--- config.mk ---
export PLATFORM = sky130hd
export DESIGN_NAME = hazard_ctrl
export DESIGN_NICKNAME = d
export VERILOG_FILES = /design/src/rtl/mips_pkg.sv /design/src/rtl/load_use_detect.sv /design/src/rtl/hazard_ctrl.sv
export SDC_FILE = /design/constraint.sdc
export NUM_CORES = 1
export LEC_CHECK = 0
export CORE_MARGIN = 1.5
export CORE_UTILIZATION = 44
export CTS_BUF_LIST = sky130_fd_sc_hd__clkbuf_4 sky130_fd_sc_hd__clkbuf_8
export DETAILED_ROUTE_END_ITERATION = 12
export GPL_ROUTABILITY_DRIVEN = 0
export GPL_TIMING_DRIVEN = 0
export PLACE_DENSITY = 0.81
export SLEW_MARGIN = 40
export SYNTH_ARGS = -nofsm -noshare
export SYNTH_HDL_FRONTEND = slang
export SYNTH_HIERARCHICAL = 1
export SYNTH_SLANG_ARGS = --single-unit
--- constraint.sdc ---
create_clock -name clk -period 1.8 [get_ports clk]
set_input_delay 0.18 -clock clk [delete_from_list [all_inputs] [get_ports clk]]
set_output_delay 0.18 -clock clk [all_outputs]
set_load 0.01 [all_outputs]
--- src/rtl/mips_pkg.sv ---
// Shared types and constants for the MIPS pipeline hazard controller.
package mips_pkg;

  typedef enum logic [1:0] {
    RUN      = 2'd0,
    MEM_WAIT = 2'd1,
    ERROR    = 2'd2
  } hazard_state_t;

  localparam int unsigned MEM_TIMEOUT_DEFAULT = 255;

  // One bit per pipeline control line, so a whole decision can be gated at once.
  typedef struct packed {
    logic pc_hold;
    logic ifid_hold;
    logic idex_hold;
    logic exmem_hold;
    logic ifid_flush;
    logic idex_null;
    logic memwb_null;
    logic mem_err;
  } hazard_ctl_t;

endpackage

--- src/rtl/load_use_detect.sv ---
// Combinational load-use detector: the instruction in ID reads a register that the
// load currently in EX has not yet written. Register 0 never creates a dependency.
module load_use_detect (
  input  logic [4:0] id_rs,
  input  logic [4:0] id_rt,
  input  logic       id_use_rs,
  input  logic       id_use_rt,
  input  logic       ex_memrd,
  input  logic [4:0] ex_rt,
  output logic       load_use
);

  logic rs_match;
  logic rt_match;

  always_comb begin
    rs_match = id_use_rs && (id_rs == ex_rt);
    rt_match = id_use_rt && (id_rt == ex_rt);
    load_use = ex_memrd && (ex_rt != 5'd0) && (rs_match || rt_match);
  end

endmodule

--- src/rtl/hazard_ctrl.sv ---
// Pipeline hazard controller: load-use stalls, branch/jump flushes, data-memory wait with timeout.
// Define HAZARD_STATS_EN to add saturating stall_cycles / flush_count statistics outputs.
module hazard_ctrl
  import mips_pkg::*;
#(
  parameter int unsigned MEM_TIMEOUT = MEM_TIMEOUT_DEFAULT
) (
  input  logic        clk,
  input  logic        reset,
  input  logic [4:0]  id_rs,
  input  logic [4:0]  id_rt,
  input  logic        id_use_rs,
  input  logic        id_use_rt,
  input  logic        ex_memrd,
  input  logic [4:0]  ex_rt,
  input  logic        ex_branch_taken,
  input  logic        id_jump,
  input  logic        mem_req,
  input  logic        mem_ready,
  output logic        pc_hold,
  output logic        ifid_hold,
  output logic        idex_hold,
  output logic        exmem_hold,
  output logic        ifid_flush,
  output logic        idex_null,
  output logic        memwb_null,
  output logic        mem_err,
  output logic [1:0]  state_o
`ifdef HAZARD_STATS_EN
  ,
  output logic [31:0] stall_cycles,
  output logic [31:0] flush_count
`endif
);

  localparam logic [7:0] TIMEOUT_CNT = 8'(MEM_TIMEOUT);

  hazard_state_t state_q, state_d;
  logic [7:0]    wait_cnt, wait_cnt_d;
  logic          lu_done_q, lu_done_d;
  logic          load_use;
  logic          mem_stall;
  hazard_ctl_t   ctl;
  hazard_ctl_t   ctl_o;

  function automatic logic [7:0] sat_inc8(input logic [7:0] v);
    return (v == 8'hFF) ? v : v + 8'd1;
  endfunction

  load_use_detect u_load_use_detect (
    .id_rs     (id_rs),
    .id_rt     (id_rt),
    .id_use_rs (id_use_rs),
    .id_use_rt (id_use_rt),
    .ex_memrd  (ex_memrd),
    .ex_rt     (ex_rt),
    .load_use  (load_use)
  );

  assign mem_stall = mem_req && !mem_ready;

  // RUN and MEM_WAIT share one priority chain; they differ only in where they go next.
  always_comb begin
    ctl        = '0;
    state_d    = state_q;
    wait_cnt_d = wait_cnt;
    lu_done_d  = 1'b0;
    case (state_q)
      RUN, MEM_WAIT: begin
        if (mem_stall) begin
          ctl.pc_hold    = 1'b1;
          ctl.ifid_hold  = 1'b1;
          ctl.idex_hold  = 1'b1;
          ctl.exmem_hold = 1'b1;
          ctl.memwb_null = 1'b1;
        end else if (ex_branch_taken) begin
          ctl.ifid_flush = 1'b1;
          ctl.idex_null  = 1'b1;
        end else if (load_use && !lu_done_q) begin
          // One bubble per occurrence: the cycle after a stall never re-stalls.
          ctl.pc_hold   = 1'b1;
          ctl.ifid_hold = 1'b1;
          ctl.idex_null = 1'b1;
          lu_done_d     = 1'b1;
        end else if (id_jump) begin
          ctl.ifid_flush = 1'b1;
        end

        if (state_q == RUN) begin
          if (mem_stall) begin
            state_d    = MEM_WAIT;
            wait_cnt_d = 8'd1;
          end
        end else if (mem_stall) begin
          wait_cnt_d = sat_inc8(wait_cnt);
          if (wait_cnt == TIMEOUT_CNT) begin
            state_d = ERROR;
          end
        end else begin
          state_d = RUN;
        end
      end
      ERROR: begin
        ctl.pc_hold    = 1'b1;
        ctl.ifid_hold  = 1'b1;
        ctl.idex_hold  = 1'b1;
        ctl.exmem_hold = 1'b1;
        ctl.memwb_null = 1'b1;
        ctl.mem_err    = 1'b1;
      end
      default: begin
        state_d = RUN;
      end
    endcase
  end

  always_ff @(posedge clk or posedge reset) begin
    if (reset) begin
      state_q   <= RUN;
      wait_cnt  <= '0;
      lu_done_q <= 1'b0;
    end else begin
      state_q   <= state_d;
      wait_cnt  <= wait_cnt_d;
      lu_done_q <= lu_done_d;
    end
  end

  // Reset silences every control line immediately, whatever the inputs are doing.
  assign ctl_o      = reset ? '0 : ctl;
  assign pc_hold    = ctl_o.pc_hold;
  assign ifid_hold  = ctl_o.ifid_hold;
  assign idex_hold  = ctl_o.idex_hold;
  assign exmem_hold = ctl_o.exmem_hold;
  assign ifid_flush = ctl_o.ifid_flush;
  assign idex_null  = ctl_o.idex_null;
  assign memwb_null = ctl_o.memwb_null;
  assign mem_err    = ctl_o.mem_err;
  assign state_o    = state_q;

`ifdef HAZARD_STATS_EN
  function automatic logic [31:0] sat_inc32(input logic [31:0] v);
    return (v == 32'hFFFF_FFFF) ? v : v + 32'd1;
  endfunction

  always_ff @(posedge clk or posedge reset) begin
    if (reset) begin
      stall_cycles <= '0;
      flush_count  <= '0;
    end else begin
      if (ctl.pc_hold) begin
        stall_cycles <= sat_inc32(stall_cycles);
      end
      if (ctl.ifid_flush) begin
        flush_count <= sat_inc32(flush_count);
      end
    end
  end
`endif

endmodule

==> run_results.csv <==
group,metric,value,unit
yosys,synthFlopType,"dfrtp_1",
sta,fin_crit_sh,102,%
sta,fmax,0.543,GHz
routing,dr.pass1.iters,4,
placed_design,dpl.cell_count,155,
critical_path,cpPeakStageDelay,0.30,ns
sta,slew_violations,0,
sta,whs,0.368,ns
grt,grtUsageMet1,27.9,%
routing,viasPerCell,5.21,
critical_path,path_common_cell,"a21oi_2",
sta,final.setup.worst_slack,-0.0417,ns
critical_path,crit_chain,"buf_8 > xor2_2 > nor4_2 > nand3_1 > a21oi_2 > nand2b_1 > nand2b_4 > a21oi_2 > buf_4 > buf_6",
routing,drt-total-wl,2250,um
placed_design,place_ws,-0.927,ns
yosys,synth.net_count,122,
grt,grt_pass1_wl,3330,um
floorplan,initial_utilization,47.8,%
sta,period_minus_slack,1.84,ns
finish,diodes,0,
grt,grt_max_degree,12,
finish,area_delta_synth_final,51.6,%
pwr,vdd_drop_max,0.000309,V
critical_path,crit_buf_inv,3,
yosys,yosysUniqueCellTypes,35,
placed_design,io_buffers,33,
yosys,synth_edf_count,0,
yosys,ys_ff_latch,11,
clock_network,cts.sinks,11,
floorplan,pin_count,34,
run_status,outcome,"finished with violations",
run_status,violations,"negative setup slack",
pwr,p_leak,0.000551,uW
floorplan,fp-row-count,15,
critical_path,worstSetupPathType,"in2out",
routing,drc_errors,0,
sta,final-setup-viol-count,1,
yosys,synthXorXnorAreaFrac,11.4,%
yosys,ys_seq_area_share,32.6,%
sta,tightest_slew,0.313,ns
flow_run,maxCapViolCount,0,
grt,grt_use_met2,36.7,%
finish,fin_cells,162,
floorplan,fp.dieH,46.8,um
critical_path,cp.required,1.62,ns
clock_network,cts-root-buf,"clkbuf_4",
yosys,yosys-mux-area-fraction,0,%
yosys,synthAdderAreaFrac,1.48,%
floorplan,die_width,46.8,um
yosys,netlist_area,843,sq um
critical_path,critical_path.max_fanout,3,
sta,maxSlewHeadroom,79.1,%
sta,hold_viol,0,
grt,top_usage_layer,"met2",
placed_design,dp_hpwl,1720,um
clock_network,cts_buffer_depth,2,
yosys,synthCells,97,
critical_path,cp.arrival,1.66,ns
floorplan,fp.coreArea,0.00176,sq mm
pwr,p_per_area,439,mW/mm^2
critical_path,worst_path_dominant_cell_family,"simple AND/OR/NAND/NOR gates",
min_path,hp-class,"in2async",
routing,drtIter0Drc,17,
grt,grt_usage,22.0,%
grt,grt_util_met3,4.62,%
clock_network,clk_pin_slew,0.07,ns
grt,grt_pass1_vias,761,
yosys,synth_compound_gate_area_share,19.6,%
yosys,yosysWarningCount,6,
yosys,syn_area_per_cell,8.69,sq um
sta,clock_skew,0.00553,ns
critical_path,cp-start-kind,"input port",
sta,rsz0062_at_grt,"true",
floorplan,dieArea,0.00219,sq mm
grt,antenna_found_initial,0,
critical_path,critPathCaptureType,"output port",
routing,via_count,844,
sta,tns,-0.0417,ns
finish,layout-drive-gt1-share,32.1,%
finish,nets,163,
yosys,synth_simple_gate_area_share,27.9,%
routing,drtAntennaViolNets,0,
clock_network,cts_buffers,3,
clock_network,tritoncts,"yes",
clock_network,htree_levels,1,
clock_network,clk_latency,0.27,ns
grt,overflow,0,
yosys,async_reset_ff_share,100,%
yosys,synth_top_family_by_area,"simple AND/OR/NAND/NOR gates",
routing,wl_per_cell,13.9,um
critical_path,crit_path_top_delay_cell,"nor4_2",
-- flip-flops by register name (all words and copies together) (netlist names) --
register and flops:
wait_cnt 8, state_o 2, lu_done_q 1
-- power breakdown --
group	switching [uW]	internal, uW	total [uW]
clock network	85.2	101	186
logic	52.8	69.7	123
registers	3.44	249	253
total	141	420	561
-- cells in the final DEF (no fill, tap or decap), drive strengths merged, types with 3 or more instances in the layout --
cell / Yosys / routed
nor2: 8 / 8
dfrtp: 11 / 11
clkdlybuf4s50: 0 / 11
a21oi: 6 / 6
nand2: 8 / 8
inv: 6 / 4
o21ai: 8 / 8
nand3: 9 / 9
buf: 3 / 17
xnor2: 3 / 3
dlygate4sd2: 0 / 5
clkbuf: 1 / 8
xor2: 8 / 8
-- path summary, 6_finish.rpt --
check / depth (start not counted) / from / endpoint / slack, ns
hold reg to reg: 2 / wait_cnt[1] / wait_cnt[1] / 0.53
setup / recovery: 10 / ex_rt[3] / pc_hold / -0.04
hold / removal: 3 / reset / wait_cnt[7] / 0.37
max in group asynchronous: 3 / reset / state_o[0] / 1.28
setup reg to reg: 5 / wait_cnt[0] / wait_cnt[2] / 0.21
min in group clk: 2 / wait_cnt[1] / wait_cnt[1] / 0.53
-- logic make-up after synthesis --
kind of cell    after synthesis
xor+xnor                     11
flops                        11
compound gates               25
buf+inv                      10
fa+ha+maj                     1
simple gates                 39
-- routing by layer --
| metal | wire (um) | vias up |
|---|---|---|
| met4 | 27 | 0 |
| li1 | - | 426 |
| met2 | 1070 | 24 |
| met1 | 1040 | 389 |
| met3 | 115 | 5 |
| met5 | 0 | - |
-- cells in the mapped netlist (3+ instances only) --
library cell | n | share of area (%)
a21oi_1 | 6 | 3.6
buf_4 | 3 | 2.7
dfrtp_1 | 11 | 33
inv_1 | 6 | 2.7
nand2_1 | 8 | 3.6
nand3_1 | 8 | 4.7
nor2_1 | 8 | 3.6
o21ai_0 | 6 | 3.6
xnor2_1 | 3 | 3.1
xor2_1 | 8 | 8.3
-- worst min-delay path: cells and delay by family --
family | cells | cell delay (ns)
buf+inv | 3 | 0.81
-- area by class of cell --
type / count / area [sq um]
plain buffers: 4 / 36.3
well taps: 25 / 31.3
flip-flops and latches: 11 / 275
inverters: 6 / 30.0
multi-input cells: 76 / 568
repair buffers: 36 / 308
clock buffers: 4 / 30.0
fillers: 147 / 485
-- per-stage QoR --
stage | cell area (sq um) | power (uW) | util (%)
3_3_place_gp | 1200 | 374 | 68.3
6_report | 1280 | 561 | 72.5
4_1_cts | 1220 | 556 | 69.4
5_1_grt | 1280 | 586 | 72.5
2_1_floorplan | 843 | 298 | -
3_5_place_dp | 1200 | 378 | 68.3
-- repair_timing --
item	CTS	global route
resized for setup	59	22
setup buffers	1	2
gates cloned	0	0
hold buffers	0	0
pin swaps	9	11
setup endpoints to repair	8	5
hold endpoints to repair	0	0
Power figures use the tool's default switching activity.
